[src/rtl/bram_mul_arbiter.sv]
// Two-requester round-robin front end that stages operands through BRAM and multiplies them on a DSP.
// Latency: rsp_valid rises 5+DSP_LAT cycles after the accept edge; one transaction in flight at a time.
// Backpressure: requesters are only ready in IDLE; the response holds until rsp_ready, blocking new grants.
module bram_mul_arbiter #(
    parameter int DATA_WIDTH = 4,
    parameter int MUL_WIDTH  = 25,
    parameter int BRAM_WIDTH = 18,
    parameter int BRAM_ADDR  = 12,
    parameter int DSP_LAT    = 1
) (
    input  logic                            clk,
    input  logic                            rst_n,
    // requester 0
    input  logic                            req0_valid,
    input  logic [DATA_WIDTH-1:0]           req0_a,
    input  logic [DATA_WIDTH-1:0]           req0_b,
    output logic                            req0_ready,
    // requester 1
    input  logic                            req1_valid,
    input  logic [DATA_WIDTH-1:0]           req1_a,
    input  logic [DATA_WIDTH-1:0]           req1_b,
    output logic                            req1_ready,
    // result channel
    output logic                            rsp_valid,
    output logic                            rsp_id,
    output logic [2*DATA_WIDTH-1:0]         rsp_data,
    input  logic                            rsp_ready,
    // BRAM port A: operand store
    output logic                            wrA,
    output logic [BRAM_WIDTH-1:0]           dinA,
    output logic [BRAM_ADDR-1:0]            addrA,
    input  logic [BRAM_WIDTH-1:0]           doutA,
    // BRAM port B: result log
    output logic                            wrB,
    output logic [BRAM_WIDTH-1:0]           dinB,
    output logic [BRAM_ADDR-1:0]            addrB,
    // DSP multiplier
    output logic [MUL_WIDTH-1:0]            A,
    output logic [BRAM_WIDTH-1:0]           B,
    input  logic [MUL_WIDTH+BRAM_WIDTH-1:0] C
);

    localparam int SLOT_W = 6;
    localparam int CNT_W  = $clog2(DSP_LAT + 2) + 1;
    // b sits at bit 9 of the operand word so a and b never overlap for any DATA_WIDTH <= 9
    localparam int B_LSB  = 9;

    typedef enum logic [2:0] {
        IDLE  = 3'd0,
        WRITE = 3'd1,
        READ  = 3'd2,
        LOAD  = 3'd3,
        MUL   = 3'd4,
        RESP  = 3'd5
    } state_t;

    state_t                  state_q;
    logic [SLOT_W-1:0]       slot_q;
    logic                    ptr_q;
    logic                    id_q;
    logic [CNT_W-1:0]        cnt_q;
    logic                    wrA_q;
    logic [BRAM_WIDTH-1:0]   dinA_q;
    logic [BRAM_ADDR-1:0]    addrA_q;
    logic                    wrB_q;
    logic [BRAM_WIDTH-1:0]   dinB_q;
    logic [BRAM_ADDR-1:0]    addrB_q;
    logic [MUL_WIDTH-1:0]    A_q;
    logic [BRAM_WIDTH-1:0]   B_q;
    logic                    rsp_valid_q;
    logic                    rsp_id_q;
    logic [2*DATA_WIDTH-1:0] rsp_data_q;

    logic                    grant_id_d;
    logic                    accept_d;
    logic [BRAM_WIDTH-1:0]   word_d;
    logic [2*DATA_WIDTH-1:0] prod_d;

    // Only part of the BRAM word and DSP product is meaningful; the rest is deliberately ignored
    logic unused_bits;
    assign unused_bits = ^{doutA, C};

    // Round-robin grant: pointer breaks ties, a lone requester always wins
    always_comb begin
        grant_id_d = (req0_valid && req1_valid) ? ptr_q : req1_valid;
        req0_ready = (state_q == IDLE) && req0_valid && !grant_id_d;
        req1_ready = (state_q == IDLE) && req1_valid &&  grant_id_d;
        accept_d   = req0_ready || req1_ready;
    end

    // Pack the granted operands into one BRAM word, and take the low product bits from the DSP
    always_comb begin
        word_d = '0;
        word_d[DATA_WIDTH-1:0]           = grant_id_d ? req1_a : req0_a;
        word_d[B_LSB+DATA_WIDTH-1:B_LSB] = grant_id_d ? req1_b : req0_b;
        prod_d = C[2*DATA_WIDTH-1:0];
    end

    // Transaction FSM with all BRAM, DSP and response outputs registered
    always_ff @(posedge clk or negedge rst_n) begin
        if (!rst_n) begin
            state_q     <= IDLE;
            slot_q      <= '0;
            ptr_q       <= 1'b0;
            id_q        <= 1'b0;
            cnt_q       <= '0;
            wrA_q       <= 1'b0;
            dinA_q      <= '0;
            addrA_q     <= '0;
            wrB_q       <= 1'b0;
            dinB_q      <= '0;
            addrB_q     <= '0;
            A_q         <= '0;
            B_q         <= '0;
            rsp_valid_q <= 1'b0;
            rsp_id_q    <= 1'b0;
            rsp_data_q  <= '0;
        end else begin
            case (state_q)
                IDLE: begin
                    if (accept_d) begin
                        id_q    <= grant_id_d;
                        wrA_q   <= 1'b1;
                        dinA_q  <= word_d;
                        addrA_q <= BRAM_ADDR'(slot_q);
                        state_q <= WRITE;
                    end
                end
                WRITE: begin
                    // Same slot stays on addrA so READ fetches what was just written
                    wrA_q   <= 1'b0;
                    state_q <= READ;
                end
                READ: begin
                    state_q <= LOAD;
                end
                LOAD: begin
                    A_q     <= MUL_WIDTH'(doutA[DATA_WIDTH-1:0]);
                    B_q     <= BRAM_WIDTH'(doutA[B_LSB+DATA_WIDTH-1:B_LSB]);
                    cnt_q   <= '0;
                    state_q <= MUL;
                end
                MUL: begin
                    // One cycle of margin beyond the DSP pipeline before sampling C
                    if (cnt_q == CNT_W'(DSP_LAT + 1)) begin
                        rsp_data_q  <= prod_d;
                        rsp_valid_q <= 1'b1;
                        rsp_id_q    <= id_q;
                        wrB_q       <= 1'b1;
                        dinB_q      <= BRAM_WIDTH'(prod_d);
                        addrB_q     <= BRAM_ADDR'({1'b1, slot_q});
                        state_q     <= RESP;
                    end else begin
                        cnt_q <= cnt_q + CNT_W'(1);
                    end
                end
                RESP: begin
                    // Result log write is a single pulse even if the response stalls
                    wrB_q <= 1'b0;
                    if (rsp_ready) begin
                        rsp_valid_q <= 1'b0;
                        slot_q      <= slot_q + SLOT_W'(1);
                        // Tie priority passes to the requester that was not just served
                        ptr_q       <= ~id_q;
                        state_q     <= IDLE;
                    end
                end
                default: begin
                    state_q <= IDLE;
                end
            endcase
        end
    end

    assign wrA       = wrA_q;
    assign dinA      = dinA_q;
    assign addrA     = addrA_q;
    assign wrB       = wrB_q;
    assign dinB      = dinB_q;
    assign addrB     = addrB_q;
    assign A         = A_q;
    assign B         = B_q;
    assign rsp_valid = rsp_valid_q;
    assign rsp_id    = rsp_id_q;
    assign rsp_data  = rsp_data_q;

endmodule

[config.mk]
export PLATFORM = sky130hd
export DESIGN_NAME = bram_mul_arbiter
export DESIGN_NICKNAME = d
export VERILOG_FILES = /design/src/rtl/bram_mul_arbiter.sv
export SDC_FILE = /design/constraint.sdc
export NUM_CORES = 1
export LEC_CHECK = 0
export CORE_UTILIZATION = 39
export CTS_CLUSTER_DIAMETER = 30
export CTS_CLUSTER_SIZE = 20
export DETAILED_ROUTE_END_ITERATION = 12
export PLACE_DENSITY = 0.93
export SYNTH_ARGS = -nofsm -noshare
export SYNTH_HDL_FRONTEND = slang
export SYNTH_SLANG_ARGS = --single-unit
[constraint.sdc]
create_clock -name clk -period 3.1 [get_ports clk]
set_input_delay 0.62 -clock clk [delete_from_list [all_inputs] [get_ports clk]]
set_output_delay 0.62 -clock clk [all_outputs]
set_load 0.01 [all_outputs]
After elaboration in Yosys (flattened, before gate mapping)
Cells that the tools add are included.

Divide/modulo/power cells: 0. Bitwise operators: 1. Muxes and demuxes: 15. $lt $le $gt $ge: 0. Shift-type cells: 0. $mul: 0. Add/sub/neg operators: 2. Reduce and logical (&&, ||, !) cells: 19. Equal/unequal tests: 10.

Operator list (count): case mux 3 bit (6 select lines) (1); 2-to-1 mux 3 bit (4); AND reduction 2 bit (6); equality test 3 x 2 -> 1 bit (second input constant) (3); 2-to-1 mux 4 bit (2); != test 2 bit (second input constant) (4); adder 6 x 1 -> 6 bit (second input constant) (1); equality test 3 bit (second input constant) (2); case mux 1 bit (2 select lines) (3); case mux 3 bit (2 select lines) (1); AND reduction 3 bit (2); nonzero test 2 bit (3); logical AND 1 bit (5); 2-to-1 mux 1 bit (4); adder 3 x 1 -> 3 bit (second input constant) (1); equality test 3 x 1 -> 1 bit (second input constant) (1); logical NOT 3 bit (1); logical NOT 1 bit (1); logical OR 1 bit (1); NOT 1 bit (1).

Output and inout port bits: 117. Bits in registers: 55. Latch bits: 0. Memory bits (writable): 0. Memories: 0. Bits in read-only memories: 0. Logic and storage cells: 62.

Depth between registers and ports, before layout
Gate-level depths: netlist (run 1).

Depth after elaboration: 7. Mapped depth: 5. Mapped depth without buffers: 5.

Worst setup path before layout (run 1)
No wires, ideal clock.

Kind: input to output. From: input req0_valid. To: output req1_ready. Data arrival time: 1168 ps. Required time: 2480 ps. Slack: 1312 ps. Path buffers: 1. Stages on the path: 3. Cells stage by stage: nor2b_1 -> clkbuf_1 -> nor3_1.

Longest elaborated chain between the ends: 3.

RTL lines: start, declared (line 14) `input logic req0_valid,`; logical AND 1 bit (line 85) `grant_id_d = (req0_valid && req1_valid) ? ptr_q : req1_valid;`; 2-to-1 mux 1 bit (line 85); logical AND 1 bit (line 87) `req1_ready = (state_q == IDLE) && req1_valid && grant_id_d;`; end, declared (line 22) `output logic req1_ready,`.

No other way between the ends.

Worst setup path in the final report (run 1)
Ends and elaborated chain as after synthesis.

==> out/qor.yml, run 1 <==
status: "complete, no violations"
grt_pass1_wl_um: 9025
skew_ns: 0.004629
postPlaceCellArea_um2: 3570
worstSetupEndpointType: "primary output"
required_ns: 2.48
rrSetupSlack_ns: 1.17
fin_setup_tns_ns: 0
gp_congestion: 0.6764
cts_root_buf: "clkbuf_8"
grt_max_degree: 46
cp-start-kind: "primary input"
ys_warn_count: 0
cp.buffers_inverters: 2
synth_edf_count: 0
seq_area_frac_synth: 0.4693
slew_viol_final: 0
cp-startpoint: "req0_valid"
worst_pin_slew_ns: 1.033
io_pins: 199
synth_area_um2: 2933
n_antenna_cell: 0
die_w_um: 88.72
cts.repair.resized: 0
netlist_instances: 247
synth_cell_type_count: 39
overflow: 0
crit_arrival_ns: 2.30
power_density_nw_per_um2: 848.9
worst-path-stages: 4
yosys_register_bits: 55
io_buffers: 87
grt_util_all_layers: 0.1501
ant_nets: 0
dr.pass1.iters: 4
core_um2: 7253
dp.final_hpwl_um: 4030
synthFlopType: "dfrtp_1"
final_common_cell: "clkdlybuf4s50_1"
worstSetupPathType: "primary input to primary output"
synth_compound_area_frac: 0.06783
synth_mux_area_frac: 0.1331
critPathCapture: "req1_ready"
r2r-start: "state_q[1]$_DFFE_PN0P_"
leakage_nw: 1.724
synth_top_family_by_area: "buffers and inverters"
placementRows: 31
drv_cap: 0
clockBufferDepth: 2
crit_fanout: 9
die_h_um: 88.72
clk_pin_slew_ns: 0.09
worst_path_most_repeated_cell: "clkdlybuf4s50_1"
wl_um: 5471
synth_simple_gate_area_frac: 0.08404
insertion_delay_ns: 0.31
hold_viol: 0
crit_path_max_incr_delay_ns: 0.54
irDropWorstVdd_mv: 0.4856
cts_setup_buffers: 0
vias_per_cell: 4.415
wl_per_cell_um: 12.84
antenna_found_initial: 0
timing.fmax_ghz: 0.3420
hp-class: "primary input to async pin"
r2r-end: "addrA[2]$_DFFE_PN0P_"
synth_fa_ha_area_frac: 0.01280
async_flop_share: 1.000
cts_sinks: 55
cts_made_buffers: 5
area_growth_pct: 25.73
drc_errors: 0
hold_buffers: 0
post_route_cells_drive_above_1_share: 0.1437
period_needed_ns: 2.924
route.vias.total: 1881
slew_headroom: 0.3115
finalSetupViolCount: 0
cts-htree-levels: 2
dieArea_um2: 7871
syn_area_per_cell_um2: 11.87
cp_top_family: "buffers and inverters"
drtIter0Drc: 44
initial_core_util: 0.4043
num-nets-final: 411
cts_tree: "done"
synthXorXnorAreaFrac: 0.01792
period_share: 0.9433
rsz0062_at_grt: "no"
r2r_cells: 3
worstPathCellList: "clkdlybuf4s50_1, nor2b_1, nor3_1, clkdlybuf4s50_1"
final_area_um2: 3687
final_cell_mix: "clkdlybuf4s50_1, conb_1, dfrtp_1"
grt_pass1_vias: 1886
slowest_stage: "nor2b_1"
## power breakdown
group | switching, W | total, W | internal, W
Clock | 0.000231 | 0.000492 | 0.000262
Combinational | 0.000553 | 0.00139 | 0.000842
Sequential | 0.000253 | 0.00124 | 0.000990
## metal layers
| layer | routed length [um] | vias up | GRT usage |
|---|---|---|---|
| li1 | - | 861 | - |
| met1 | 2191 | 907 | 0.1786 |
| met2 | 2786 | 108 | 0.2657 |
| met3 | 459 | 5 | 0.04851 |
| met4 | 33 | 0 | 0.03079 |
| met5 | 0 | - | 0 |
## layout make-up
type | instances | area (um^2)
clock inverter | 2 | 35.03
fill | 659 | 3566
sequential | 55 | 1376
inverter | 4 | 15.01
multi-input combinational | 171 | 1174
clock buffer | 6 | 82.58
tap | 99 | 123.9
timing repair buffer | 89 | 880.8
## logic make-up after synthesis
kind of cell | after synthesis
and+or+nand+nor | 39
xor gates and xnor gates | 6
muxes | 32
buffers and inverters | 86
adders and majority gates | 3
other | 1
AOI/OAI and AO/OA | 25
DFF | 55
## how the worst min path moves through the flow
| stage | slack (ns) | startpoint | cells past startpoint | end |
|---|---|---|---|---|
| 2_1_floorplan | 0.32 | rst_n | 0 | A[0]$_DFFE_PN0P_ |
| 3_3_place_gp | 0.45 | addrB[6]$_DFFE_PN0P_ | 1 | addrB[6]$_DFFE_PN0P_ |
| 3_5_place_dp | 0.46 | addrB[6]$_DFFE_PN0P_ | 1 | addrB[6]$_DFFE_PN0P_ |
| 4_1_cts | 0.48 | addrB[6]$_DFFE_PN0P_ | 1 | addrB[6]$_DFFE_PN0P_ |
| 5_1_grt | 0.49 | addrB[6]$_DFFE_PN0P_ | 1 | addrB[6]$_DFFE_PN0P_ |
| 6_report | 0.47 | rst_n | 1 | B[2]$_DFFE_PN0P_ |
## Yosys cell counts, types with 2 or more instances
cell type,number,area [um^2]
a21oi_1,2,10.01
o21ai_0,3,15.01
nor2_1,4,15.01
mux2i_1,3,30.03
clkbuf_1,2,7.510
nand2b_1,2,12.51
nand4_1,3,18.77
a2bb2oi_1,8,70.07
mux2_2,20,225.2
o32ai_1,8,70.07
dfrtp_1,55,1376
nor3_1,2,10.01
xnor2_1,6,52.55
buf_2,3,15.01
buf_4,74,555.5
nand2_1,14,52.55
ha_1,3,37.54
inv_1,3,11.26
buf_6,3,33.78
and3_1,2,12.51
mux2_4,9,135.1
## registers in the layout, summed over array words and instances, names as in the netlist, 4 cells and up
register and count:
addrA 6, rsp_data 8, slot_q 6, B 4, addrB 7, A 4, dinA 8
## stage by stage
step | total power, W | worst slack, ns | util | cells | hold slack (ns)
after floorplan | 0.002075 | 1.312 | - | 312 | 0.3244
after global placement | 0.002605 | 0.1973 | 0.4922 | 418 | 0.4506
after detailed placement | 0.002673 | 0.1545 | 0.4922 | 418 | 0.4589
after CTS | 0.003179 | 0.1532 | 0.5084 | 426 | 0.4830
after global routing | 0.003345 | 0.03375 | 0.5084 | 426 | 0.4928
final | 0.003130 | 0.1759 | 0.5084 | 426 | 0.4716
(Power assumes the default switching activity.)
==> inputs of run 2 (changes only) <==
Settings changed: CAP_MARGIN set to 25, CELL_PAD_IN_SITES_DETAIL_PLACEMENT set to 1, CELL_PAD_IN_SITES_GLOBAL_PLACEMENT set to 1, CORE_UTILIZATION 39 to 28.
==> out/qor.yml, run 2 (same netlist as run 1, synthesis figures left out) <==
cts.repair.resized: 0  # unchanged
leakage_nw: 1.724  # about the same
timing.fmax_ghz: 0.3352  # -2.0%
hp-class: "primary input to async pin"
cts_tree: "done"
route.vias.total: 1902  # +1.1%
rsz0062_at_grt: "no"
drc_errors: 0  # unchanged
cts-htree-levels: 2  # unchanged
power.share.clock: 0.140  # -0.017
power_frac_seq: 0.402  # +0.005
io_buffers: 87  # unchanged
ant_nets: 0  # unchanged
crit_fanout: 9  # unchanged
period_share: 0.9625  # +0.01920
final_common_cell: "clkdlybuf4s50_1"
power_frac_comb: 0.458  # +0.013
grt_max_degree: 43  # -6.5%
n_antenna_cell: 0  # unchanged
crit_arrival_ns: 2.36  # +0.06 ns
grt_util_all_layers: 0.1181  # -0.03208
worst_pin_slew_ns: 0.6684  # -0.3644 ns
p_sw_w: 0.001039  # +0.27%
status: "complete, no violations"
die_w_um: 104.3  # +18%
clockBufferDepth: 2  # unchanged
dr.pass1.iters: 4  # unchanged
antenna_found_initial: 0  # unchanged
num-nets-final: 412  # +0.24%
overflow: 0  # unchanged
wl_um: 6174  # +13%
drtIter0Drc: 22  # -50%
hold_viol: 0  # unchanged
cts_root_buf: "clkbuf_8"
fin_setup_tns_ns: 0  # unchanged
wl_per_cell_um: 13.39  # +4.3%
skew_ns: 0.005494  # +0.0008656 ns
power_density_nw_per_um2: 825.1  # -2.8%
insertion_delay_ns: 0.30  # about the same
swShare: 0.3374  # +0.006325
grt_pass1_vias: 1972  # +4.6%
area_growth_pct: 27.26
slew_viol_final: 0  # unchanged
drv_cap: 0  # unchanged
gp_congestion: 0.7127  # +5.4%
required_ns: 2.48  # about the same
vias_per_cell: 4.126  # -6.6%
fin_util: 0.3749  # -0.1334
grt_pass1_wl_um: 10310  # +14%
worstSetupPathType: "primary input to primary output"
clk_pin_slew_ns: 0.09  # about the same
dieArea_um2: 10890  # +38%
die_h_um: 104.3  # +18%
post_route_cells_drive_above_1_share: 0.1433  # -0.0004382
initial_core_util: 0.2946  # -0.1097
final_cell_mix: "clkdlybuf4s50_1, conb_1, dfrtp_1"
slew_headroom: 0.5535  # +0.2420
cts_made_buffers: 5  # unchanged
intPower_w: 0.002041  # -2.5%
finalSetupViolCount: 0  # unchanged
placementRows: 36  # +16%
cts_sinks: 55  # unchanged
cts_setup_buffers: 0  # unchanged
cp-start-kind: "primary input"
core_um2: 9955  # +37%
hold_buffers: 0  # unchanged
io_pins: 199  # unchanged
period_needed_ns: 2.984  # +0.05951 ns
irDropWorstVdd_mv: 0.2719  # -44%
worstSetupEndpointType: "primary output"
dp.final_hpwl_um: 4650  # +15%
## run 2: cell count changes in the layout (fill, tap and decap cells not counted)
| cell | delta |
|---|---|
| buf_12 | +1 |
| bufinv_16 | -1 |
| clkbuf_1 | +1 |
| clkbuf_8 | +1 |
| clkinv_2 | -1 |
## run 2: worst max-delay path, cell delays in order
cell	delay, ns
clkdlybuf4s50_1	0.56
nor2b_1	0.58
nor3_1	0.09
clkdlybuf4s50_1	0.51
## run 2: layout make-up
| class | count | area [um^2] |
|---|---|---|
| Inverter | 4 | 15.01 |
| Multi-Input combinational cell | 171 | 1174 |
| Sequential cell | 55 | 1376 |
| Clock buffer | 8 | 100.1 |
| Tap cell | 133 | 166.4 |
| Fill cell | 1105 | 6222 |
| Timing Repair Buffer | 90 | 900.9 |
## run 2: layer usage
metal | up-vias | track usage | wire (um)
li1 | 865 | - | -
met1 | 938 | 0.1434 | 2596
met2 | 94 | 0.2081 | 3148
met3 | 5 | 0.02945 | 391
met4 | 0 | 0.02755 | 38
met5 | - | 0 | 0
## run 2: stage by stage
step	setup slack [ns]	cells	area [um^2]	hold WS, ns	total power, W
floorplan	1.312	312	3177	0.3244	0.002075
global placement	0.1517	452	3612	0.4507	0.002614
detailed placement	0.1130	452	3612	0.4737	0.002684
CTS	0.1035	460	3712	0.4935	0.003134
global route	0.01518	461	3732	0.2709	0.003299
finish	0.1164	461	3732	0.2561	0.003080
## run 2: power groups by stage
stage | Combinational [W] | Clock [W] | Sequential (W)
final | 0.00141 | 0.000430 | 0.00124
after global routing | 0.00152 | 0.000484 | 0.00129
after CTS | 0.00143 | 0.000456 | 0.00125
after detailed placement | 0.00143 | 0 | 0.00126
after global placement | 0.00138 | 0 | 0.00123
after floorplan | 0.000808 | 0 | 0.00127
## run 2: path summary, 6_finish.rpt
kind,slack (ns),start,cells after the start,endpoint
setup reg to reg,1.15,state_q[1]$_DFFE_PN0P_,3,addrA[3]$_DFFE_PN0P_
setup / recovery,0.12,req0_valid,4,req1_ready
min in group clk,0.49,addrB[6]$_DFFE_PN0P_,1,addrB[6]$_DFFE_PN0P_
hold reg to reg,0.49,addrB[6]$_DFFE_PN0P_,1,addrB[6]$_DFFE_PN0P_
max in group asynchronous,2.28,rst_n,2,addrA[0]$_DFFE_PN0P_
hold / removal,0.26,rst_n,1,rsp_valid$_DFFE_PN0P_
